## src/rtl/gat_feat_argmax_reader.sv

```systemverilog
// Walks each node's final-layer features through BRAM port B and streams one
// signed argmax result per node on a valid/ready interface.
module gat_feat_argmax_reader #(
  parameter int NEW_FEATURE_WIDTH  = 32,
  parameter int NUM_FEATURE_FINAL  = 7,
  parameter int NUM_SUBGRAPHS      = 2708,
  parameter int BRAM_LATENCY       = 2,
  parameter int NEW_FEATURE_DEPTH  = NUM_SUBGRAPHS * NUM_FEATURE_FINAL,
  parameter int NEW_FEATURE_ADDR_W = $clog2(NEW_FEATURE_DEPTH),
  parameter int CLASS_W            = $clog2(NUM_FEATURE_FINAL),
  parameter int NODE_W             = $clog2(NUM_SUBGRAPHS)
) (
  input  logic                          clk,
  input  logic                          rst,
  input  logic                          gat_ready,
  output logic [NEW_FEATURE_ADDR_W+1:0] feat_bram_addrb,
  input  logic [NEW_FEATURE_WIDTH-1:0]  feat_bram_dout,
  output logic                          res_valid,
  input  logic                          res_ready,
  output logic [CLASS_W-1:0]            res_class,
  output logic [NEW_FEATURE_WIDTH-1:0]  res_max,
  output logic [NODE_W-1:0]             res_node,
  output logic                          res_last,
  output logic                          busy,
  output logic                          done
);

  typedef enum logic [1:0] {IDLE, READ, DRAIN, EMIT} state_t;

  localparam logic [CLASS_W-1:0] K_LAST    = CLASS_W'(NUM_FEATURE_FINAL - 1);
  localparam logic [NODE_W-1:0]  NODE_LAST = NODE_W'(NUM_SUBGRAPHS - 1);

  state_t                                 state, state_nxt;
  logic                                   gat_ready_q;
  logic [CLASS_W-1:0]                     k;
  logic [NODE_W-1:0]                      node;
  logic [NEW_FEATURE_ADDR_W-1:0]          word;
  logic [BRAM_LATENCY-1:0]                vld_pipe;
  logic [BRAM_LATENCY-1:0][CLASS_W-1:0]   tag_pipe;
  logic [NEW_FEATURE_WIDTH-1:0]           max_q;
  logic [CLASS_W-1:0]                     cls_q;

  logic start, ret_vld, ret_last, is_last_node, accept;
  logic [CLASS_W-1:0] ret_tag;

  assign start        = gat_ready & ~gat_ready_q;
  assign ret_vld      = vld_pipe[BRAM_LATENCY-1];
  assign ret_tag      = tag_pipe[BRAM_LATENCY-1];
  assign ret_last     = ret_vld && (ret_tag == K_LAST);
  assign is_last_node = (node == NODE_LAST);
  assign accept       = (state == EMIT) && res_ready;

  // The running word counter is the registered address; no multiplier needed.
  assign feat_bram_addrb = {word, 2'b00};
  assign res_class       = cls_q;
  assign res_max         = max_q;
  assign res_node        = node;

  always_ff @(posedge clk) begin
    if (rst) state <= IDLE;
    else     state <= state_nxt;
  end

  always_comb begin
    state_nxt = state;
    case (state)
      IDLE:    if (start) state_nxt = READ;
      READ:    if (k == K_LAST) state_nxt = DRAIN;
      DRAIN:   if (ret_last) state_nxt = EMIT;
      EMIT:    if (res_ready) state_nxt = is_last_node ? IDLE : READ;
      default: state_nxt = IDLE;
    endcase
  end

  always_comb begin
    busy      = (state != IDLE);
    res_valid = (state == EMIT);
    res_last  = (state == EMIT) && is_last_node;
  end

  always_ff @(posedge clk) begin
    if (rst) begin
      gat_ready_q <= 1'b1;
      k           <= '0;
      node        <= '0;
      word        <= '0;
      vld_pipe    <= '0;
      tag_pipe    <= '0;
      max_q       <= '0;
      cls_q       <= '0;
      done        <= 1'b0;
    end else begin
      gat_ready_q <= gat_ready;
      done        <= accept && is_last_node;

      case (state)
        IDLE: if (start) begin
          k    <= '0;
          node <= '0;
          word <= '0;
        end
        READ: if (k != K_LAST) begin
          k    <= k + 1'b1;
          word <= word + 1'b1;
        end
        EMIT: if (res_ready && !is_last_node) begin
          node <= node + 1'b1;
          k    <= '0;
          word <= word + 1'b1;
        end
        default: ;
      endcase

      // Tag each issued read with its feature index so it lines up with dout.
      vld_pipe[0] <= (state == READ);
      tag_pipe[0] <= k;
      for (int i = 1; i < BRAM_LATENCY; i++) begin
        vld_pipe[i] <= vld_pipe[i-1];
        tag_pipe[i] <= tag_pipe[i-1];
      end

      if (ret_vld) begin
        if (ret_tag == '0) begin
          max_q <= feat_bram_dout;
          cls_q <= '0;
        end else if ($signed(feat_bram_dout) > $signed(max_q)) begin
          max_q <= feat_bram_dout;
          cls_q <= ret_tag;
        end
      end
    end
  end

endmodule

```

## config.mk

```make
export PLATFORM = sky130hd
export DESIGN_NAME = gat_feat_argmax_reader
export DESIGN_NICKNAME = d
export VERILOG_FILES = /design/src/rtl/gat_feat_argmax_reader.sv
export SDC_FILE = /design/constraint.sdc
export NUM_CORES = 1
export LEC_CHECK = 0
export ABC_CLOCK_PERIOD_IN_PS = 6500
export BUFFER_PORTS_ARGS = -buffer_cell sky130_fd_sc_hd__buf_4
export CELL_PAD_IN_SITES_DETAIL_PLACEMENT = 1
export CELL_PAD_IN_SITES_GLOBAL_PLACEMENT = 1
export CORE_AREA = 2 2 121 123
export DETAILED_ROUTE_END_ITERATION = 7
export DIE_AREA = 0 0 123 125
export PLACE_DENSITY_LB_ADDON = 0.1
export SLEW_MARGIN = 20
export SYNTH_ARGS = -nofsm -noshare
export SYNTH_HDL_FRONTEND = slang
export SYNTH_SLANG_ARGS = --single-unit
```

## constraint.sdc

```tcl
create_clock -name clk -period 6.5 [get_ports clk]
set_clock_uncertainty 0.2 [all_clocks]
set_input_delay 0.65 -clock clk [delete_from_list [all_inputs] [get_ports clk]]
set_output_delay 0.65 -clock clk [all_outputs]
set_load 0.05 [all_outputs]
```

Yosys cells after proc, flatten, opt, wreduce, memory -nomap -nowiden
Index checks and enable logic that the tools add are counted.

word-level totals
  register bits = 77
  bits of input ports = 36
  output and inout bits = 68
  logic and storage cells = 67

cells by class
  multiplexer cells = 21
  bitwise gates (word level) = 2
  reduce and logical (&&, ||, !) cells = 16
  eq/ne operators = 13
  add/subtract/negate cells = 3
  order comparisons = 1

operators by type and width
  cell                   count
  $mux 32                2
  $mux 15                3
  $pmux 15 s3            1
  $gt 32x32->1           1
  $mux 12                2
  $pmux 12 s2            1
  $add 15x1->15 const B  1
  $mux 3                 5
  $add 12x1->12 const B  1
  $eq 12x12->1 const B   1
  $pmux 3 s3             1
  $mux 2                 4
  $ne 2x2->1 const B     4
  $pmux 2 s4             1
  $reduce_and 4->1       2
  $eq 3x3->1 const B     2
  $reduce_bool 2->1      3
  $logic_and 1x1->1      5
  $eq 2x2->1 const B     2
  $ne 2x1->1 const B     2
  $add 3x1->3 const B    1
  $logic_not 3->1        1
  $ne 3x3->1 const B     1
  $reduce_and 3->1       1
  8 further kinds        8

Depth between registers and ports, before layout
Gate-level depths: netlist of the first run.

  depth in word-level cells = 5
  gate-level depth with buffers = 11
  depth with buffers taken out = 9

Least setup slack after synthesis of the first run
Ideal clock, no wire load.

  kind = reg2reg
  start = register max_q[27] (netlist: res_max[27])
  end = register cls_q[2] (netlist: res_class[2])
  clock period less this slack = 2.909 ns
  stages on the path, launching flop included = 12
  arrival = 2.637 ns
  slack = 3.591 ns
  path buffers = 2
  library setup time = 0.072 ns
  data required time = 6.228 ns
  cells stage by stage = dfxtp_1 > inv_1 > ha_1 > a21oi_1 > o21ai_0 > a221oi_1 > o31ai_1 > or3b_1 > nand3_1 > buf_2 > buf_4 > mux2i_1

on the way
  longest elaborated chain between the ends = 3

RTL lines
  what                                line  RTL
  from (decl)                         40    logic [NEW_FEATURE_WIDTH-1:0] max_q;
  from (signal assigned)              124   max_q <= feat_bram_dout;
  from (signal assigned)              127   max_q <= feat_bram_dout;
  $gt 32x32->1                        126   end else if ($signed(feat_bram_dout) > $signed(max_q)) begin
  $reduce_bool 2->1 (no source line)  --
  $reduce_and 2->1 (no source line)   --
  to (signal assigned)                128   cls_q <= ret_tag;
  to (decl)                           41    logic [CLASS_W-1:0] cls_q;

No other way between the ends.
A chain may end at the register's enable or synchronous reset.

Worst setup path after layout of the first run
  start = input feat_bram_dout[31]
  end = register max_q[22] (netlist: res_max[22])

on the way
  longest elaborated chain between the ends = 3

RTL lines
  what                                line  RTL
  from (decl)                         17    input logic [NEW_FEATURE_WIDTH-1:0] feat_bram_dout,
  $gt 32x32->1                        126
  $reduce_bool 2->1 (no source line)  --
  $reduce_and 2->1 (no source line)   --

No other way between the ends.

==> results.toml, run 1 <==
[floorplan]
chipWidth_um = 123
die_area_um2 = 15380
start_util = 0.2892
row_count = 44
ios = 104
design.core.area_um2 = 14200
die_h_um = 125

[synth]
seq_area_frac_synth = 0.3753
yosys_register_bits = 77
synth_edf_count = 0
synth.avg_cell_area_um2 = 8.452
synth_ff_type = "dfxtp_1"
post_synth_inst_count = 486
synthArstFlopShare = 0
yosys.area.top_type = "dfxtp_1"
synth_warnings = 0
synth_cell_type_count = 46
yosysTopAreaCellShare = 0.3753
syn_area_um2 = 4108
synth.most_common_cell = "nand2_1"
synth.area.top_cells = "dfxtp_1 (38%), ha_1 (12%), mux2i_1 (8.8%)"
synthTopCellsByCount = "nand2_1 (90), dfxtp_1 (77), ha_1 (41), inv_1 (41), mux2i_1 (36)"

[worst_setup_path]
cp_top_family = "simple AND/OR/NAND/NOR gates"
path_cells = "buf_4 > ha_1 > nand4_1 > nor4_1 > a31oi_1 > a22oi_1 > nand3_2 > buf_4 > mux2i_1"
crit_buf_inv = 2
r2r_slack_ns = 3.26
critPathArrivalTime_ns = 3.26
cp-start-kind = "input pin"
cpMostUsedCell = "buf_4"
endpoint_kind = "flip-flop"
reg2reg_from = "res_max[31]"
path_max_fanout = 21
timing.rr.end = "res_max[22]"
worst_path_largest_cell_delay_ns = 0.45
ff2ff_path_depth = 9
crit_required_ns = 6.51
worst-setup-path-type = "input pin to flip-flop"
crit_slowest_cell = "nor4_1"

[grt]
antenna_found_initial = 0
grt_pass1_vias = 3608
track_usage = 0.1429
grt_max_degree = 71
grt_pass1_wl_mm = 17.43
gr-total-overflow = 0

[timing]
fmax_mhz = 308.0
relSlewSlack = 0.4979
timing.final.ws_setup_ns = 3.254
min_period_ns = 3.247
final_max_slew_viol_count = 0
setup-tns-final_ns = 0
whs_ns = 0.2371
worst_slew_pin_slew_ns = 0.7481
rsz0062_at_grt = "false"
hold_viol = 0
setup_violations = 0
period_share = 0.4995

[clock_tree]
root_buffer = "clkbuf_16"
clock_path_buffers = 2
cts_tree = "yes"
cts_buffers = 9
cts_sinks = 77
clk_latency_ns = 0.34
post-cts-setup-buffer-count = 0
cts_resized = 0
htreeDepth = 3
clk_pin_slew_ns = 0.06
ctsHoldBuffers = 0

[power]
power_frac_clock = 0.375
switching_share = 0.3302
p_per_area_nw_per_um2 = 274.8
p_switching_w = 0.0004865
p_int_w = 0.0009867
peakVddDrop_mv = 0.1377
comb_power_share = 0.269
p_leak_nw = 2.204
power_frac_seq = 0.356

[cells_and_area]
postLayoutCellArea_um2 = 5360
final_layout_size_suffix_gt1_frac = 0.2207
finalNetCount = 661
diodes = 0
utilization = 0.3774
syn_to_final_growth_pct = 30.49

[placed_design]
port_buffers = 101
place_congestion = 0.7142
pre_cts_ws_ns = 2.855
dpl-instance-area_um2 = 5035
hpwlAfterDp_mm = 8.007

[min_path]
hp-start = "tag_pipe[0]"
worstHoldPathCells = 1
hp-class = "flip-flop to flip-flop"
hold_end = "ret_tag[0]"

[routing]
drtIter0Drc = 81
routed_via_density = 4.661
vias = 3603
totalWireLength_mm = 10.76
ant_nets = 0
wl_per_cell_um = 13.92
drt_pre_antenna_iters = 6
route.detailed.drc = 0

[status]
status = "completed"

[run]
drv_cap = 0
[stage by stage]
stage / cells / power [W]
floorplan: 487 / 0.0008145
global placement: 757 / 0.0009290
detailed placement: 757 / 0.0009381
CTS: 773 / 0.001508
global route: 773 / 0.001563
finish: 773 / 0.001473
[kinds of logic after synthesis]
group | synth area share
other | 0.0009129
multiplexers | 0.09047
AO/OA/AOI/OAI | 0.09016
XOR/XNOR | 0.03198
adder cells (fa/ha/maj) | 0.1249
buffers and inverters | 0.06275
flip-flops | 0.3753
AND/OR/NAND/NOR | 0.2236
[power by group through the flow]
| stage | Sequential (W) | Combinational, W | Clock [W] |
|---|---|---|---|
| 2_1_floorplan | 0.000602 | 0.000212 | 0 |
| 3_3_place_gp | 0.000534 | 0.000395 | 0 |
| 3_5_place_dp | 0.000536 | 0.000402 | 0 |
| 4_1_cts | 0.000525 | 0.000404 | 0.000578 |
| 5_1_grt | 0.000529 | 0.000438 | 0.000596 |
| 6_report | 0.000525 | 0.000397 | 0.000552 |
[placed cells by master (no fill, tap or decap), types with 2 or more instances in the layout]
master,count
o31ai_1,3
nand2b_1,6
clkbuf_16,9
xor2_1,12
xnor2_1,3
mux2i_1,36
bufinv_16,2
buf_4,105
nor2_1,28
nand3_1,12
nor2b_1,9
nand2_1,90
dfxtp_1,77
a21oi_1,30
nand4b_1,2
nand4_1,15
or3_1,9
conb_1,2
and3_1,6
o211ai_1,3
o21ai_0,16
nor3_1,4
inv_1,41
ha_1,41
clkinv_2,2
[sequential cells by signal, indices dropped and copies added, names as in the netlist]
| signal | count |
|---|---|
| res_max | 32 |
| k | 3 |
| vld_pipe | 2 |
| state | 2 |
| res_node | 12 |
| ret_tag | 3 |
| word | 15 |
| res_class | 3 |
| tag_pipe | 3 |
| done | 1 |
| gat_ready_q | 1 |
[layer usage]
layer | share of wire | GRT usage | wire [µm] | vias to the layer above
met3 | 0.046 | 0.04471 | 498 | 11
met2 | 0.51 | 0.2483 | 5461 | 61
met4 | 0.0097 | 0.03944 | 104 | 0
met5 | 0 | 0 | 0 | -
met1 | 0.44 | 0.1681 | 4696 | 1691
li1 | - | - | - | 1840
[final cells by class]
cell class	count	area (µm²)
inverters	42	157.7
fillers	1715	8843
clock buffers	10	239.0
multi-input cells	349	2317
flip-flops and latches	77	1541
well taps	184	230.2
clock inverters	6	86.33
repair buffers	105	788.3
[worst max path at each step]
| stage | depth (start not counted) | startpoint | slack (ns) | to |
|---|---|---|---|---|
| 2_1_floorplan | 11 | res_max[27] | 3.59 | res_class[2] |
| 3_3_place_gp | 10 | feat_bram_dout[25] | 2.97 | res_max[24] |
| 5_1_grt | 9 | res_max[31] | 3.07 | res_max[19] |
| 6_report | 9 | feat_bram_dout[31] | 3.25 | res_max[22] |
| 4_1_cts | 9 | res_max[31] | 3.22 | res_max[22] |
| 3_5_place_dp | 9 | feat_bram_dout[31] | 2.86 | res_max[7] |
Note: power is estimated with default switching activity, not from simulation.
==> run 2, diff against run 1 <==
--- a/config.mk
+++ b/config.mk
@@ -5,13 +5,14 @@
 export SDC_FILE = /design/constraint.sdc
 export NUM_CORES = 1
 export LEC_CHECK = 0
-export ABC_CLOCK_PERIOD_IN_PS = 6500
+export ABC_AREA = 1
+export ABC_CLOCK_PERIOD_IN_PS = 2910
 export BUFFER_PORTS_ARGS = -buffer_cell sky130_fd_sc_hd__buf_4
 export CELL_PAD_IN_SITES_DETAIL_PLACEMENT = 1
 export CELL_PAD_IN_SITES_GLOBAL_PLACEMENT = 1
-export CORE_AREA = 2 2 121 123
+export CORE_AREA = 2 2 128 130
 export DETAILED_ROUTE_END_ITERATION = 7
-export DIE_AREA = 0 0 123 125
+export DIE_AREA = 0 0 130 132
 export PLACE_DENSITY_LB_ADDON = 0.1
 export SLEW_MARGIN = 20
 export SYNTH_ARGS = -nofsm -noshare
==> constraint.sdc (replaced) <==
create_clock -name clk -period 2.91 [get_ports clk]
set_clock_uncertainty 0.2 [all_clocks]
set_input_delay 0.291 -clock clk [delete_from_list [all_inputs] [get_ports clk]]
set_output_delay 0.291 -clock clk [all_outputs]
set_load 0.05 [all_outputs]
==> results.toml, run 2 <==
[status]
status = "completed"

[min_path]
hold_end = "res_max[24]"
hp-start = "feat_bram_dout[24]"
worstHoldPathCells = 5
hp-class = "input pin to flip-flop"

[worst_setup_path]
worst_path_largest_cell_delay_ns = 0.44
cp-start-kind = "flip-flop"
cp_top_family = "simple AND/OR/NAND/NOR gates"
reg2reg_from = "state[0]"
critPathArrivalTime_ns = 2.50
crit_buf_inv = 3
ff2ff_path_depth = 12
path_cells = "ha_1 > inv_1 > o22ai_2 > nor2_2 > nand2_2 > inv_1 > nand2_1 > inv_2 > nand3_1 > nor2_1 > o21ai_1 > a21oi_1"
endpoint_kind = "flip-flop"
worst-setup-path-type = "flip-flop to flip-flop"
r2r_slack_ns = 0.43
path_max_fanout = 12
timing.rr.end = "res_node[9]"
cpMostUsedCell = "inv_1"
crit_required_ns = 2.93
crit_slowest_cell = "dfxtp_1"

[cells_and_area]
largest_reg_flops = 32
postLayoutCellArea_um2 = 5933
layout_commonest_cell = "inv_1"
syn_to_final_growth_pct = 26.62
final_cell_mix = "inv_1 (116), nand2_1 (112), buf_4 (105)"
finalNetCount = 842
diodes = 0
final_layout_size_suffix_gt1_frac = 0.1857

[timing]
hold_viol = 0
worst_slew_pin_slew_ns = 0.5890
min_period_ns = 2.477
rsz0062_at_grt = "false"
timing.final.ws_setup_ns = 0.4326
final_max_slew_viol_count = 0
setup-tns-final_ns = 0
fmax_mhz = 403.6
period_share = 0.8513
setup_violations = 0
relSlewSlack = 0.6073

[routing]
drt_pre_antenna_iters = 4
vias = 4522
totalWireLength_mm = 12.79
wl_per_cell_um = 12.97
route.detailed.drc = 0
drtIter0Drc = 104
routed_via_density = 4.586
ant_nets = 0

[grt]
grt_max_degree = 41
gr-total-overflow = 0
grt_pass1_wl_mm = 21.56
track_usage = 0.1537
antenna_found_initial = 0
grt_pass1_vias = 4600

[synth]
synth.avg_cell_area_um2 = 6.983
syn_area_um2 = 4686
synthTopCellsByCount = "inv_1 (116), nand2_1 (112), nor2_1 (87), dfxtp_1 (77), a21oi_1 (73)"
yosys_register_bits = 77
seq_area_frac_synth = 0.3290
yosysTopAreaCellShare = 0.3290
synth.area.top_cells = "dfxtp_1 (33%), ha_1 (11%), inv_1 (9.3%)"
synth_ff_type = "dfxtp_1"
synth_warnings = 0
yosys.area.top_type = "dfxtp_1"
synth.most_common_cell = "inv_1"
synth_edf_count = 0
post_synth_inst_count = 671
synth_cell_type_count = 41
synthArstFlopShare = 0

[clock_tree]
clk_latency_ns = 0.34
root_buffer = "clkbuf_16"
cts_buffers = 9
clock_path_buffers = 2
post-cts-setup-buffer-count = 0
cts_sinks = 77
clk_pin_slew_ns = 0.06
cts_tree = "yes"
htreeDepth = 3

[placed_design]
dpl-instance-area_um2 = 5564
pre_cts_ws_ns = 0.3569
port_buffers = 101
hpwlAfterDp_mm = 9.598
place_congestion = 0.7816

[power]
p_per_area_nw_per_um2 = 661.8
p_leak_nw = 2.659
peakVddDrop_mv = 0.2905

[run]
drv_cap = 0

[floorplan]
die_h_um = 132
design.core.area_um2 = 15710
die_area_um2 = 17160
start_util = 0.2982
ios = 104
row_count = 46
chipWidth_um = 130
-- run 2: changes by cell type after synthesis, moves of 9 or more --
cell | previous run | this run
or3_1 | 9 | 0
buf_6 | 1 | 12
inv_1 | 41 | 116
nor2_1 | 28 | 87
nor2b_1 | 9 | 0
nand2_1 | 90 | 112
a21oi_1 | 30 | 73
nor3_1 | 4 | 18
mux2i_1 | 36 | 0
nand3_1 | 13 | 50
-- run 2: final cells by class --
type	count	area (µm²)
clock buffers	10	239.0
fillers	2005	9779
clock inverters	6	110.1
well taps	216	270.3
inverters	118	442.9
multi-input cells	450	2480
flip-flops and latches	77	1543
repair buffers	109	848.3
-- run 2: repair_timing --
item,in CTS,in global routing
hold endpoints to repair,2,0
gates resized for setup,0,0
hold buffers,2,0
-- run 2: worst max path at each step --
stage                            start      endpoint  slack (ns)  cells past startpoint
finish                        state[0]   res_node[9]        0.43                     12
global placement    feat_bram_dout[11]  res_class[1]        0.42                     15
global route                res_max[9]   res_max[28]        0.15                     17
detailed placement  feat_bram_dout[11]  res_class[1]        0.36                     15
floorplan                  res_max[31]   res_max[24]        0.51                     14
CTS                           state[0]   res_node[9]        0.37                     12
-- run 2: cell families after synthesis --
kind of cell,share of synthesized area
xor gates and xnor gates,0.02056
adders and majority gates,0.1095
other,0.0008003
AOI/OAI and AO/OA,0.1138
and+or+nand+nor,0.2838
buffers and inverters,0.1426
DFF,0.3290
-- run 2: routing by layer --
metal | global-route usage | wire (µm) | up-vias | share of wire
li1 | - | - | 2311 | -
met1 | 0.1907 | 5911 | 2130 | 0.46
met2 | 0.2691 | 6282 | 66 | 0.49
met3 | 0.02232 | 389 | 15 | 0.030
met4 | 0.05257 | 206 | 0 | 0.016
met5 | 0 | 0 | - | 0
-- run 2: worst min-delay path, stage by stage --
cell and delay, ns:
buf_4 0.09, inv_1 0.03, nand3_1 0.06, nand2_1 0.04, nor2_1 0.07
-- run 2: stage by stage --
step / utilization / hold WS [ns] / power (W) / std cells
6_report: 0.3776 / 0.07945 / 0.003926 / 986
5_1_grt: 0.3776 / 0.1082 / 0.004193 / 986
4_1_cts: 0.3776 / 0.07404 / 0.003993 / 986
3_5_place_dp: 0.3541 / 0.1964 / 0.002636 / 968
3_3_place_gp: 0.3541 / 0.1877 / 0.002603 / 968
2_1_floorplan: - / 0.1874 / 0.002290 / 672
-- run 2: where the power goes --
group          switching, W  leakage (nW)  internal (W)
clock              0.000470         0.165      0.000860
sequential        0.0000935         0.623       0.00115
combinational      0.000939          1.87      0.000419
==> run 3, diff against run 2 <==
--- a/config.mk
+++ b/config.mk
@@ -13,7 +13,7 @@
 export CORE_AREA = 2 2 128 130
 export DETAILED_ROUTE_END_ITERATION = 7
 export DIE_AREA = 0 0 130 132
-export PLACE_DENSITY_LB_ADDON = 0.1
+export PLACE_DENSITY = 0.66
 export SLEW_MARGIN = 20
 export SYNTH_ARGS = -nofsm -noshare
 export SYNTH_HDL_FRONTEND = slang
==> results.toml, run 3 (synthesis results as in run 2) <==
[status]
status = "completed"

[worst_setup_path]
timing.rr.end = "res_max[5]"
r2r_slack_ns = 0.38
critPathArrivalTime_ns = 2.55
reg2reg_from = "res_max[27]"
ff2ff_path_depth = 15
cp-startpoint = "res_max[27]"
worst-setup-path-type = "flip-flop to flip-flop"
endpoint = "res_max[5]"
crit_required_ns = 2.94
endpoint_kind = "flip-flop"
path_max_fanout = 70
cp-start-kind = "flip-flop"

[timing]
setup_violations = 0
min_period_ns = 2.529
fmax_mhz = 395.5
setup-tns-final_ns = 0
final_max_slew_viol_count = 0
hold_viol = 0
relSlewSlack = 0.5450
rsz0062_at_grt = "false"
worst_slew_pin_slew_ns = 0.6800
period_share = 0.8690

[routing]
totalWireLength_mm = 13.00
route.detailed.drc = 0
routed_via_density = 4.615
ant_nets = 0
vias = 4541
wl_per_cell_um = 13.21
drt_pre_antenna_iters = 4
drtIter0Drc = 119

[power]
p_leak_nw = 2.651
p_per_area_nw_per_um2 = 657.2
peakVddDrop_mv = 0.4316

[cells_and_area]
fillers = 1980
largest_reg_flops = 32
layout_commonest_cell = "inv_1"
diodes = 0
syn_to_final_growth_pct = 25.95
finalNetCount = 840
fin_cells = 984
final_cell_mix = "inv_1 (116), nand2_1 (112), buf_4 (104)"
final_layout_size_suffix_gt1_frac = 0.1836

[grt]
gr-usage-met2 = 0.2929
gr-total-overflow = 0
grt_pass1_wl_mm = 21.94
antenna_found_initial = 0
busiest_layer = "met2"
gr-usage-met3 = 0.03815
grtUsageMet1 = 0.1784
grt_max_degree = 71
grt_pass1_vias = 4768
track_usage = 0.1569

[clock_tree]
cts_sinks = 77
htreeDepth = 3
cts_resized = 0
clock_path_buffers = 2
cts_tree = "yes"
root_buffer = "clkbuf_16"
clk_latency_ns = 0.34
cts_buffers = 9
clk_pin_slew_ns = 0.06

[floorplan]
start_util = 0.2982
row_count = 46
chipWidth_um = 130
design.core.area_um2 = 15710
ios = 104
die_h_um = 132
die_area_um2 = 17160

[run]
drv_cap = 0

[placed_design]
dp.cells = 966
port_buffers = 101
place_congestion = 0.7988
hpwlAfterDp_mm = 9.793

[min_path]
worstHoldPathCells = 5
hp-class = "input pin to flip-flop"
-- run 3: worst min-delay path by stage --
stage | startpoint | end | slack, ns
6_report | feat_bram_dout[27] | res_max[27] | 0.09
5_1_grt | feat_bram_dout[18] | res_max[18] | 0.10
4_1_cts | feat_bram_dout[27] | res_max[27] | 0.08
3_5_place_dp | vld_pipe[0] | vld_pipe[1] | 0.19
3_3_place_gp | vld_pipe[0] | vld_pipe[1] | 0.18
2_1_floorplan | gat_ready | gat_ready_q | 0.19
-- run 3: power by group --
group / internal [W] / switching, W / leakage (nW) / total (W)
Clock: 0.000844 / 0.000443 / 0.172 / 0.00129
Sequential: 0.00115 / 0.0000951 / 0.623 / 0.00124
Combinational: 0.000411 / 0.000942 / 1.86 / 0.00135
-- run 3: layout make-up --
type	count	area [µm²]	area share
multi-input combinational	450	2480	0.4202
sequential	77	1543	0.2614
timing repair buffer	107	820.8	0.1391
inverter	118	442.9	0.07505
clock buffer	13	280.3	0.04749
tap	216	270.3	0.04579
clock inverter	3	65.06	0.01102
-- run 3: worst max-delay path, cell delays in order (launching register included) --
cell and delay, ns:
dfxtp_1 0.36, inv_1 0.06, ha_1 0.29, a21oi_1 0.15
o21ai_0 0.11, nand2_1 0.10, nand2_1 0.05, a21oi_1 0.19
nand2_1 0.10, nand2_1 0.08, nand3_2 0.08, nand2_4 0.08
buf_12 0.28, nand3_1 0.15, nand2_1 0.09, nor2_1 0.04
-- run 3: metrics by stage --
stage	power, W	hold slack (ns)	setup WS [ns]	instance area (µm²)	utilization
after global placement	0.002568	0.1827	0.4668	5537	0.3524
after floorplan	0.002290	0.1874	0.5117	4690	-
final	0.003879	0.08500	0.3813	5902	0.3756
after global routing	0.004142	0.1011	0.09169	5902	0.3756
after detailed placement	0.002626	0.1913	0.3365	5537	0.3524
after CTS	0.003947	0.07522	0.3362	5902	0.3756
-- run 3: routing by layer --
metal,up-vias,routed length (µm),share of wire
li1,2313,-,-
met1,2149,5599,0.43
met2,67,6811,0.52
met3,12,474,0.036
met4,0,110,0.0085
met5,-,0,0
-- run 3: what timing repair did --
action	4_1_cts	5_1_grt
hold buffers	2	0
buffers inserted	0	0
endpoints found under the hold margin	2	0
setup endpoints to repair	0	0
